--- config.mk ---
export PLATFORM = sky130hd
export DESIGN_NAME = dispensador_ctrl
export DESIGN_NICKNAME = d
export VERILOG_FILES = /design/src/rtl/dispensador_ctrl.sv
export SDC_FILE = /design/constraint.sdc
export NUM_CORES = 1
export LEC_CHECK = 0
export BUFFER_PORTS_ARGS = -buffer_cell sky130_fd_sc_hd__buf_4
export CAP_MARGIN = 20
export CORE_ASPECT_RATIO = 1.4
export CORE_MARGIN = 2
export CORE_UTILIZATION = 57
export CTS_CLUSTER_DIAMETER = 120
export DETAILED_ROUTE_END_ITERATION = 7
export PLACE_DENSITY_LB_ADDON = 0.08
export SLEW_MARGIN = 20
export SYNTH_ARGS = -nofsm -noshare
export SYNTH_HDL_FRONTEND = slang
export SYNTH_SLANG_ARGS = --single-unit
--- constraint.sdc ---
create_clock -name clk -period 4.1 [get_ports clk]
set_input_delay 0.615 -clock clk [delete_from_list [all_inputs] [get_ports clk]]
set_output_delay 0.615 -clock clk [all_outputs]
set_load 0.1 [all_outputs]
--- src/rtl/dispensador_ctrl.sv ---
// Round-robin controller for N_CH dispensers sharing one actuator supply:
// latches requests, drives one fixed-length pulse at a time, then a supply cooldown.
module dispensador_ctrl #(
    parameter int N_CH      = 4,
    parameter int PULSE_LEN = 8,
    parameter int COOL_LEN  = 4,
    parameter int IDX_W     = $clog2(N_CH)
) (
    input  logic              clk,
    input  logic              reset,
    input  logic [N_CH-1:0]   MC,
    input  logic [N_CH-1:0]   BZ,
    input  logic              alarm_clr,
    output logic [N_CH-1:0]   AD,
    output logic [N_CH-1:0]   A,
    output logic [N_CH-1:0]   pending,
    output logic              busy,
    output logic [IDX_W-1:0]  grant_idx,
    output logic              done
);

    localparam int CMAX  = (PULSE_LEN > COOL_LEN) ? PULSE_LEN : COOL_LEN;
    localparam int CNT_W = (CMAX > 1) ? $clog2(CMAX) : 1;

    typedef enum logic [1:0] {IDLE, PULSE, COOL} state_t;

    state_t             r_state, w_state_nxt;
    logic [CNT_W-1:0]   r_cnt, w_cnt_nxt;
    logic [IDX_W-1:0]   r_rr, w_rr_nxt;
    logic [IDX_W-1:0]   r_gidx, w_gidx_nxt;
    logic [N_CH-1:0]    r_ad, w_ad_nxt;
    logic [N_CH-1:0]    r_alarm, w_alarm_nxt;
    logic [N_CH-1:0]    r_pend, w_pend_nxt;
    logic               r_busy, w_busy_nxt;
    logic               r_done, w_done_nxt;

    logic [N_CH-1:0]    w_cand;
    logic [N_CH-1:0]    w_grant;
    logic               w_found;
    logic [IDX_W-1:0]   w_pick;
    logic [IDX_W-1:0]   w_j;
    logic [IDX_W-1:0]   w_rr_after;

    assign w_cand     = r_pend & ~BZ;
    assign w_rr_after = (r_gidx == IDX_W'(N_CH - 1)) ? '0 : r_gidx + 1'b1;

    // Scan downward so the last hit is the first candidate at or after r_rr.
    always_comb begin
        w_found = 1'b0;
        w_pick  = '0;
        w_j     = '0;
        for (int k = N_CH - 1; k >= 0; k--) begin
            w_j = IDX_W'((int'(r_rr) + k) % N_CH);
            if (w_cand[w_j]) begin
                w_found = 1'b1;
                w_pick  = w_j;
            end
        end
    end

    always_comb begin
        w_state_nxt = r_state;
        w_cnt_nxt   = r_cnt;
        w_rr_nxt    = r_rr;
        w_gidx_nxt  = r_gidx;
        w_ad_nxt    = r_ad;
        w_busy_nxt  = r_busy;
        w_done_nxt  = 1'b0;
        w_grant     = '0;
        // BZ sets and wins over a simultaneous clear.
        w_alarm_nxt = (r_alarm & ~({N_CH{alarm_clr}} & ~BZ)) | BZ;
        w_pend_nxt  = (r_pend | (MC & ~r_alarm)) & ~BZ;

        unique case (r_state)
            IDLE: begin
                if (w_found) begin
                    w_grant     = N_CH'(1) << w_pick;
                    w_ad_nxt    = w_grant;
                    w_gidx_nxt  = w_pick;
                    w_cnt_nxt   = CNT_W'(PULSE_LEN - 1);
                    w_busy_nxt  = 1'b1;
                    w_state_nxt = PULSE;
                end
            end
            PULSE: begin
                if (BZ[r_gidx] || r_cnt == '0) begin
                    w_ad_nxt   = '0;
                    w_rr_nxt   = w_rr_after;
                    w_done_nxt = ~BZ[r_gidx];
                    if (COOL_LEN > 0) begin
                        w_cnt_nxt   = CNT_W'((COOL_LEN > 0) ? COOL_LEN - 1 : 0);
                        w_state_nxt = COOL;
                    end else begin
                        w_busy_nxt  = 1'b0;
                        w_state_nxt = IDLE;
                    end
                end else begin
                    w_cnt_nxt = r_cnt - 1'b1;
                end
            end
            COOL: begin
                if (r_cnt == '0) begin
                    w_busy_nxt  = 1'b0;
                    w_state_nxt = IDLE;
                end else begin
                    w_cnt_nxt = r_cnt - 1'b1;
                end
            end
            default: w_state_nxt = IDLE;
        endcase

        // A grant clears its request even if MC is still high this edge.
        w_pend_nxt = w_pend_nxt & ~w_grant;
    end

    always_ff @(posedge clk) begin
        if (!reset) begin
            r_state <= IDLE;
            r_cnt   <= '0;
            r_rr    <= '0;
            r_gidx  <= '0;
            r_ad    <= '0;
            r_alarm <= '0;
            r_pend  <= '0;
            r_busy  <= 1'b0;
            r_done  <= 1'b0;
        end else begin
            r_state <= w_state_nxt;
            r_cnt   <= w_cnt_nxt;
            r_rr    <= w_rr_nxt;
            r_gidx  <= w_gidx_nxt;
            r_ad    <= w_ad_nxt;
            r_alarm <= w_alarm_nxt;
            r_pend  <= w_pend_nxt;
            r_busy  <= w_busy_nxt;
            r_done  <= w_done_nxt;
        end
    end

    assign AD        = r_ad;
    assign A         = r_alarm;
    assign pending   = r_pend;
    assign busy      = r_busy;
    assign grant_idx = r_gidx;
    assign done      = r_done;

endmodule

==> impl_metrics.json <==
{
  "total_switching_power_mw": 0.242,
  "switching_share_pct": 40.8,
  "syn_to_final_growth_pct": 18.9,
  "leakagePower_nw": 0.627,
  "finClkSkew_ps": 7.66,
  "numCtsBuffers": 3,
  "tightest_slew_ps": 574,
  "timing.rr.end": "AD[1]",
  "gp_congestion": 0.904,
  "hold_viol_final": 0,
  "detail-route-antenna-nets": 0,
  "period_minus_slack_ps": 1940,
  "via_count": 1175,
  "cts_setup_buffers": 0,
  "initial_core_util_pct": 61.3,
  "yosys-top-cells-area": "dfxtp_1 (38%), ha_1 (6.1%), a21oi_1 (5.3%)",
  "slew_viol_final": 0,
  "rsz0062_at_grt": "no",
  "required_ps": 4380,
  "syn_area_um2": 1220,
  "nets": 182,
  "irDropWorstVdd_mv": 0.345,
  "yosysTopAreaCellShare_pct": 37.6,
  "hold_path.class": "in2reg",
  "finalPower_mw": 0.593,
  "routed_wl_um": 3010,
  "cp_cell_sequence": "mux4_1 > nor3_1 > o31a_2 > a22o_1",
  "grt_max_degree": 17,
  "routedWlPerCell_um": 16.3,
  "worstHoldEndpoint": "pending[2]",
  "crit_type": "reg2reg",
  "synth_warnings": 0,
  "drt-initial-drc-count": 34,
  "synth_ff_type": "dfxtp_1",
  "worstSetupEndpointType": "register",
  "die_h_um": 58.8,
  "holdPathStages": 2,
  "critPathLaunch": "grant_idx[1]",
  "r2r_cells": 4,
  "grt_pass1_vias": 1121,
  "intPower_mw": 0.351,
  "cts.clk_slew.worst_paths_ps": 130,
  "yosysTopAreaCell": "dfxtp_1",
  "p_clk_share_pct": 17.9,
  "io_buffers": 26,
  "die-area_um2": 2540,
  "io_pins": 27,
  "relSlewSlack_pct": 61.6,
  "syn_inst": 138,
  "postCtsResizedCells": 0,
  "holdBufCountCts": 0,
  "synth_seq_area_share_pct": 37.6,
  "worst-r2r-setup-slack_ps": 2160,
  "finalSetupViolations": 0,
  "ys_types": 46,
  "synth.most_common_cell": "dfxtp_1",
  "cts_max_level": 1,
  "clk_latency_ps": 320,
  "fillers": 156,
  "first_pass_iters": 4,
  "avgViaCountPerCell": 6.35,
  "antenna_found_initial": 0,
  "synth_edf_count": 0,
  "status": "finished, final reports clean",
  "period_share_pct": 47.3,
  "yosys_register_bits": 23,
  "maxClockFrequency_mhz": 515,
  "crit_slowest_cell": "mux4_1",
  "synth.avg_cell_area_um2": 8.87,
  "drive_gt1_share_pct": 24.4,
  "comb_power_share_pct": 38.4,
  "grt-ovfl-total": 0,
  "r2r_start": "grant_idx[1]",
  "drc": 0,
  "grt_pass1_wl_um": 5070,
  "die-width_um": 43.2,
  "clock_path_buffers": 2,
  "rows": 19,
  "grt_use_total_pct": 25.9,
  "clock-sinks": 23,
  "cp.arrival_ps": 2220,
  "p_per_area_nw_per_um2": 407,
  "cts_root_buf": "clkbuf_4",
  "drv_cap": 0,
  "slowest_delay_ps": 650,
  "tns_ps": 0,
  "crit_path_start_kind": "register",
  "synth_nets": 155,
  "cts_tree": "built",
  "antennaDiodeCount": 0,
  "min_from": "BZ[2]",
  "core_um2": 2000,
  "dp_hpwl_um": 2290,
  "async_reset_ff_share_pct": 0,
  "p_seq_share_pct": 43.7,
  "synth_common_cells": "dfxtp_1 (23), nor2_1 (14), a21oi_1 (13), inv_1 (13)",
  "critPathMaxFanout": 4
}
## cell type report
cell class,instances,area (um2),share of cell area [%]
Multi-Input combinational cell,98,697,47.9
Sequential cell,23,460,31.6
Timing Repair Buffer,26,195,13.4
Inverter,13,48.8,3.35
Tap cell,21,26.3,1.81
Clock buffer,3,22.5,1.55
Clock inverter,1,5.00,0.344
## state kept, by name, indices dropped and copies added (netlist names)
signal	count
r_rr	2
done	1
busy	1
r_state	2
AD	4
pending	4
A	4
r_cnt	3
grant_idx	2
## cell families (layout without fill, tap and decap cells)
group / Yosys count / after routing / synth area share (%)
mux: 3 / 3 / 3.78
simple gates: 44 / 44 / 19.7
fa+ha+maj: 6 / 6 / 6.13
compound gates: 45 / 45 / 27.3
flops: 23 / 23 / 37.6
buf+inv: 17 / 43 / 5.42
## worst max-delay path: cells and delay by family (launching register included)
kind	cells	cell delay, ps
AO/OA/AOI/OAI	2	420
AND/OR/NAND/NOR	1	390
flip-flops	1	440
multiplexers	1	650
## metrics by stage
stage | util [%] | instances | hold WS [ps] | area (um2) | worst slack [ps]
final | 72.9 | 185 | 472 | 1460 | 2160
after global routing | 72.9 | 185 | 473 | 1460 | 2000
after CTS | 72.9 | 185 | 479 | 1460 | 2180
after detailed placement | 71.5 | 181 | 466 | 1430 | 1910
after global placement | 71.5 | 181 | 454 | 1430 | 1930
after floorplan | - | 138 | 470 | 1220 | 1690
## metal layers
layer / wire length [um] / global-route usage [%]
met5: 0 / 0
met4: 44 / 9.09
met3: 141 / 1.84
met2: 1610 / 48.2
met1: 1220 / 30.7
## worst max path at each step
stage                 end  slack, ps  depth (start not counted)
4_1_cts        r_state[0]       2180                          5
3_5_place_dp        AD[1]       1910                          6
5_1_grt          r_cnt[1]       2000                          7
6_report            AD[1]       2160                          4
2_1_floorplan  r_state[0]       1690                          5
3_3_place_gp        AD[3]       1930                          6
## power groups by stage
| stage | logic (mW) | clock network, mW | registers, mW |
|---|---|---|---|
| 5_1_grt | 0.244 | 0.114 | 0.262 |
| 3_5_place_dp | 0.224 | 0 | 0.264 |
| 6_report | 0.227 | 0.106 | 0.259 |
| 4_1_cts | 0.225 | 0.105 | 0.259 |
| 3_3_place_gp | 0.219 | 0 | 0.263 |
| 2_1_floorplan | 0.105 | 0 | 0.330 |
## layout by cell type, fill, tap and decap left out, types with 3 or more instances in the layout
cell type	netlist	final
a211oi_1	3	3
a21oi_1	13	13
buf_4	0	26
clkbuf_4	0	3
dfxtp_1	23	23
ha_1	6	6
inv_1	13	13
nand2_1	6	6
nand2b_1	4	4
nor2_1	14	14
nor2b_1	4	4
nor3_1	4	4
nor4_1	3	3
o21ai_0	5	5
Note: power is estimated with default switching activity, not from simulation.
